## config.mk

```make
export PLATFORM = sky130hd
export DESIGN_NAME = mux_rr_arbiter_4
export DESIGN_NICKNAME = d
export VERILOG_FILES = /design/src/rtl/mux_rr_arbiter_4.sv
export SDC_FILE = /design/constraint.sdc
export NUM_CORES = 1
export LEC_CHECK = 0
export ABC_AREA = 1
export BUFFER_PORTS_ARGS = -buffer_cell sky130_fd_sc_hd__buf_2
export CAP_MARGIN = 20
export CORE_ASPECT_RATIO = 2
export CORE_MARGIN = 2
export CORE_UTILIZATION = 44
export CTS_BUF_LIST = sky130_fd_sc_hd__clkbuf_4 sky130_fd_sc_hd__clkbuf_8
export DETAILED_ROUTE_END_ITERATION = 16
export PLACE_DENSITY_LB_ADDON = 0.05
export SLEW_MARGIN = 0
export SYNTH_ARGS = -nofsm -noshare
export SYNTH_HDL_FRONTEND = slang
export SYNTH_SLANG_ARGS = --single-unit
```

## constraint.sdc

```tcl
create_clock -name clk -period 3.2 [get_ports clk]
set_input_delay 0.16 -clock clk [delete_from_list [all_inputs] [get_ports clk]]
set_output_delay 0.16 -clock clk [all_outputs]
set_load 0.03 [all_outputs]
```

## src/rtl/mux_rr_arbiter_4.sv

```systemverilog
// Round-robin arbiter for the shared 4:1 datapath mux: registers the winner,
// drives a one-hot grant and mux select, and enforces a per-owner hold limit.
module mux_rr_arbiter_4 #(
    parameter int WIDTH    = 32,
    parameter int MAX_HOLD = 4
) (
    input  logic               clk,
    input  logic               rst_n,
    input  logic [3:0]         req,
    input  logic [3:0]         lock,
    input  logic [4*WIDTH-1:0] data_in,
    output logic [3:0]         gnt,
    output logic [1:0]         sel,
    output logic               gnt_valid,
    output logic [WIDTH-1:0]   data_out
);

    typedef enum logic {IDLE, GRANT} state_t;

    localparam logic [7:0] MAX_HOLD_C = 8'(MAX_HOLD);

    state_t       state;
    logic [1:0]   ptr;
    logic [7:0]   hold_cnt;

    logic [3:0]   others;
    logic         release_owner;
    logic [1:0]   idle_winner;
    logic [1:0]   handoff_winner;
    logic [WIDTH-1:0] words [4];

    // First set bit of r scanning upward from start, wrapping modulo 4.
    function automatic logic [1:0] rr_pick(input logic [3:0] r, input logic [1:0] start);
        logic [1:0] idx;
        logic       found;
        rr_pick = start;
        found   = 1'b0;
        for (int i = 0; i < 4; i++) begin
            idx = start + 2'(i);
            if (r[idx] && !found) begin
                rr_pick = idx;
                found   = 1'b1;
            end
        end
    endfunction

    always_comb begin
        others         = req & ~(4'b0001 << sel);
        release_owner  = ~req[sel] |
                         ((hold_cnt >= MAX_HOLD_C) && (others != 4'b0000) && ~lock[sel]);
        idle_winner    = rr_pick(req, ptr);
        handoff_winner = rr_pick(others, sel + 2'd1);
    end

    // Handoff on release goes straight to the next winner so the mux never idles
    // between owners; a lone owner keeps the grant with hold_cnt saturated.
    always_ff @(posedge clk or negedge rst_n) begin
        if (!rst_n) begin
            state     <= IDLE;
            gnt       <= 4'b0000;
            sel       <= 2'b00;
            gnt_valid <= 1'b0;
            ptr       <= 2'b00;
            hold_cnt  <= 8'd0;
        end else begin
            case (state)
                IDLE: begin
                    if (req != 4'b0000) begin
                        state     <= GRANT;
                        sel       <= idle_winner;
                        gnt       <= 4'b0001 << idle_winner;
                        gnt_valid <= 1'b1;
                        hold_cnt  <= 8'd1;
                    end
                end
                GRANT: begin
                    if (release_owner) begin
                        ptr <= sel + 2'd1;
                        if (others != 4'b0000) begin
                            sel      <= handoff_winner;
                            gnt      <= 4'b0001 << handoff_winner;
                            hold_cnt <= 8'd1;
                        end else begin
                            state     <= IDLE;
                            gnt       <= 4'b0000;
                            gnt_valid <= 1'b0;
                        end
                    end else if (hold_cnt < MAX_HOLD_C) begin
                        hold_cnt <= hold_cnt + 8'd1;
                    end
                end
                default: state <= IDLE;
            endcase
        end
    end

    for (genvar i = 0; i < 4; i++) begin : g_words
        assign words[i] = data_in[i*WIDTH +: WIDTH];
    end

    always_comb begin
        data_out = '0;
        if (gnt_valid) data_out = words[sel];
    end

endmodule

```

==> reports/metrics.cfg, run 1 <==
[run_status]
status=completed

[floorplan]
die_x_um=59.6
start_util_pct=45.2
die_h_um=115
num_io_pins=177
core_um2=6010
num_rows=40
dieArea_um2=6860

[sta]
layout_setup_ws_ns=0.619
finalMaxSlewViolations=0
final.min_clock_period_ns=2.58
worst_pin_slew_ns=0.633
rsz0062_at_grt=no
fin_skew_ns=0.00415
fmax_mhz=388
hold_violations=0
fin_setup_tns_ns=0
timing.final.crit_share_pct=80.6
holdWs_ns=0.377
max_slew_margin_pct=57.8
finalSetupViolations=0

[cells_and_area]
instances_no_fill=732
regArea_um2=452
fillers=685
fin_area_um2=3630
multi_input_area_um2=1960
drive_gt1_share_pct=31.3
post-route-util_pct=60.4
nNetsFinal=813
area_growth_pct=33.5

[setup_path]
start_kind=register
r2r_start=sel[0]
crit_type=register to register
critPathRequiredTime_ns=3.35
startpoint=sel[0]
cp-end-kind=register
cp_max_fo=77
crit_arrival_ns=2.73

[worst_hold_path]
hold_path.class=input port to asynchronous set/reset pin

[cts]
clk_latency_ns=0.26
path_clk_slew_ns=0.07
cts_tree=yes
cts-root-buf=clkbuf_8
clock_sinks=18
ctsHoldBuffers=1
cts.repair.resized=0
clk_path_buf_depth=2
htree_levels=1
cts-buffers-inserted=3
cts_setup_buffers=0

[routing]
totalWireLength_um=10600
dr.pass1.iters=5
antenna_left=0
drt_iter0_drc=357
via_per_inst=5.33
wl_per_cell_um=14.4
drc=0
vias=3904

[placed_design]
io_buffers=176
pre_cts_ws_ns=0.646
gp_congestion=0.930
hpwl_um=8100
dp_cells=725
place_area_um2=3530

[power]
power_mw=4.44
power_leakage_nw=2.10
max-vdd-ir-drop_mv=0.805
power_density_nw_per_um2=1220

[synthesis]
syn_area_um2=2720
ys_seq_area_share_pct=16.6
avgSynthCellArea_um2=5.27
synth_nets=660
yosysWarnings=0
synthCells=516
synth-seq-cells=18
yosysUniqueCellTypes=25

[global_route]
track_usage_pct=28.6
grt_max_degree=78
grt_pass1_wl_um=15500
grt_pass1_vias=3493
gr-total-overflow=0
grt_antenna_before_repair=1

[job]
drv_cap=0

sequential cells by signal, indices dropped and copies added, names as in the netlist:
signal,count
ptr,2
sel,2
state,1
gnt,4
gnt_valid,1
hold_cnt,8
cell usage in the layout, fill, tap and decap left out, types with 5 or more instances in the layout:
cell type  count
buf_2        176
o21ai_1        5
nand2_2       10
inv_1         30
a21oi_1       37
o21ai_0       72
nor2_1       151
dfrtp_1       17
nand3_1       31
nand2_1      105
ha_1           6
critical path: stages, from the launching register on:
cell and delay [ns]:
dfrtp_2 0.57, inv_2 0.13, buf_4 0.54, nand3_1 0.23, nand2_1 0.11, nand2_1 0.09, nand2_4 0.12, nand3_1 0.10
nand2_1 0.14, nand2_1 0.06, nand2_1 0.07, nand2_2 0.09, nand2_1 0.07, nand2_1 0.05, nand2_1 0.05, nand2_1 0.05
routing by layer:
| metal | share of wire, % | routed length [µm] | track usage [%] |
|---|---|---|---|
| met1 | 36 | 3820 | 29.0 |
| met2 | 49 | 5230 | 52.3 |
| met3 | 9.7 | 1030 | 7.09 |
| met4 | 4.6 | 488 | 13.8 |
| met5 | 0 | 0 | 0 |
area by class of cell:
class,instances,share of cell area [%]
multi-input cells,430,54.1
repair buffers,182,26.1
flip-flops and latches,18,12.5
inverters,34,3.52
well taps,63,2.17
clock buffers,4,1.52
diodes,1,0.0690
cells by family (layout without fill, tap and decap cells):
group,count (synthesis),in the layout,share of synthesized area [%]
adders and majority gates,6,6,2.76
DFF,18,18,16.6
and+or+nand+nor,309,309,48.3
other,0,1,0
AOI/OAI and AO/OA,115,115,21.2
buffers and inverters,68,220,11.2
power by group:
group / internal [mW] / switching [mW]
Clock: 0.109 / 0.0772
Sequential: 0.312 / 0.131
Combinational: 1.18 / 2.63
cells in the mapped netlist:
master | count | area share [%]
nor2_1 | 151 | 21
nand2_1 | 105 | 15
o21ai_0 | 72 | 13
a21oi_1 | 37 | 6.8
nand3_1 | 31 | 5.7
inv_1 | 30 | 4.1
dfrtp_1 | 18 | 17
clkbuf_1 | 11 | 1.5
buf_2 | 10 | 1.8
nand2_2 | 10 | 2.3
ha_1 | 6 | 2.8
buf_1 | 5 | 0.69
o21ai_1 | 5 | 0.92
inv_2 | 4 | 0.55
buf_4 | 3 | 0.83
buf_6 | 3 | 1.2
nor2_4 | 3 | 1.2
clkbuf_2 | 2 | 0.37
nand2_4 | 2 | 0.83
nand3_2 | 2 | 0.74
nand4_1 | 2 | 0.46
nand3_4 | 1 | 0.64
nor2_8 | 1 | 0.74
nor4_1 | 1 | 0.23
o22ai_1 | 1 | 0.23
final timing paths:
path	cells past startpoint	slack, ns	to
max	15	0.62	gnt[3]
min	2	0.38	state
min reg2reg	2	0.47	hold_cnt[7]
min in group clk	2	0.47	hold_cnt[7]
max reg2reg	15	0.62	gnt[3]
max in group asynchronous	2	2.51	sel[0]
Power figures use the tool's default switching activity.
==> run 2, diff against run 1 <==
Clock period 3.2 ns to 2.47 ns, I/O delays scaled along.
==> reports/metrics.cfg, run 2 (synthesis results as in run 1) <==
[floorplan]
num_io_pins=177
start_util_pct=45.2
die_h_um=115
num_rows=40
dieArea_um2=6860
core_um2=6010
die_x_um=59.6

[setup_path]
r2r-end=gnt[2]
cp_max_fo=78
critPathRequiredTime_ns=2.62
r2r_setup_slack_ns=0.22
crit_arrival_ns=2.40
start_kind=register
crit_type=register to register
r2r_start=sel[0]
cp-end-kind=register
reg2reg_depth=18

[sta]
hold_violations=0
worst_pin_slew_ns=0.548
rsz0062_at_grt=no
fmax_mhz=445
holdWs_ns=0.338
finalSetupViolations=0
final.min_clock_period_ns=2.25
finalMaxSlewViolations=0
timing.final.crit_share_pct=91.0
fin_skew_ns=0.00175
fin_setup_tns_ns=0
layout_setup_ws_ns=0.221
max_slew_margin_pct=63.1

[cts]
clock_sinks=18
htree_levels=1
cts_setup_buffers=0
clk_latency_ns=0.25
cts-root-buf=clkbuf_8
clk_path_buf_depth=2
cts-buffers-inserted=3
cts_tree=yes
path_clk_slew_ns=0.07

[cells_and_area]
final_common_cell=buf_2
top_register=hold_cnt
diodes=0
post-route-util_pct=60.8
nNetsFinal=817
area_growth_pct=34.3
reg_top3=hold_cnt x8, gnt x4
drive_gt1_share_pct=31.7
largest_register_ffs=8
final_cell_mix=buf_2, nor2_1, nand2_1

[placed_design]
hpwl_um=7800
gp_congestion=0.926
pre_cts_ws_ns=0.209
io_buffers=176

[routing]
vias=3861
antenna_left=0
wl_per_cell_um=13.8
drt_iter0_drc=327
drc=0
totalWireLength_um=10100
via_per_inst=5.25
dr.pass1.iters=7

[global_route]
grt_pass1_vias=3487
grt_max_degree=79
grt_pass1_wl_um=15600
gr-total-overflow=0
track_usage_pct=28.7
grt_antenna_before_repair=0

[power]
max-vdd-ir-drop_mv=0.912
power_frac_seq_pct=9.3
p_int_mw=2.11
p_sw_share_pct=63.2
power_leakage_nw=2.12
comb_power_share_pct=86.5
power_mw=5.73
p_sw_mw=3.62
clockPowerShare_pct=4.2
power_density_nw_per_um2=1570

[worst_hold_path]
hold_path.class=input port to asynchronous set/reset pin

[run_status]
status=completed

[job]
drv_cap=0

[run 2: cell count changes in the layout (fill, tap and decap cells not counted), sizes merged]
cell / previous run / this run
buf: 181 / 185
diode: 1 / 0
[run 2: stage by stage]
stage | cell area (µm²) | std cells
global placement | 3580 | 730
global route | 3650 | 735
detailed placement | 3580 | 730
finish | 3650 | 735
CTS | 3650 | 735
floorplan | 2730 | 516
[run 2: power by group through the flow]
stage               combinational [mW]  sequential, mW  clock (mW)
global placement                  4.88           0.530           0
finish                            4.95           0.532       0.241
CTS                               4.96           0.533       0.244
floorplan                         3.81           0.581           0
detailed placement                4.94           0.536           0
global route                      5.53           0.548       0.255
[run 2: worst max-delay path: stages (launching register included)]
cell,delay [ns]
dfrtp_2,0.47
inv_2,0.10
buf_12,0.27
ha_1,0.19
inv_1,0.05
nand3_1,0.12
nand2_1,0.09
nand2_1,0.08
nand2_2,0.09
nor2_8,0.14
nand2_1,0.06
nand2_1,0.07
nand2_1,0.05
nand2_1,0.07
nand2_2,0.08
nand2_1,0.07
nand2_1,0.05
nand2_1,0.05
nand2_1,0.05
[run 2: routing by layer]
metal / vias to the layer above / routed length [µm] / track usage (%) / part of all wire, %
met5: - / 0 / 0 / 0
met4: 0 / 329 / 10.8 / 3.3
met3: 33 / 750 / 4.27 / 7.4
met2: 184 / 5230 / 54.1 / 52
met1: 1687 / 3800 / 30.6 / 38
li1: 1957 / - / - / -
[run 2: final cells by class]
type / instances / area [µm²]
sequential: 18 / 452
clock buffer: 4 / 55.1
tap: 63 / 78.8
inverter: 34 / 130
multi-input combinational: 430 / 1960
fill: 610 / 2360
timing repair buffer: 186 / 971
[run 2: worst max path at each step]
stage	start	to	slack (ns)	depth (start not counted)
2_1_floorplan	sel[0]	gnt[2]	0.006	20
3_3_place_gp	sel[0]	gnt[3]	0.29	18
3_5_place_dp	sel[0]	gnt[2]	0.21	18
4_1_cts	sel[0]	gnt[2]	0.20	18
5_1_grt	sel[0]	gnt[2]	0.002	18
6_report	sel[0]	gnt[2]	0.22	18
[run 2: what timing repair did]
action / in CTS / in global routing
gates resized for setup: 0 / 0
hold endpoints to repair: 18 / 0
hold buffers: 1 / 0
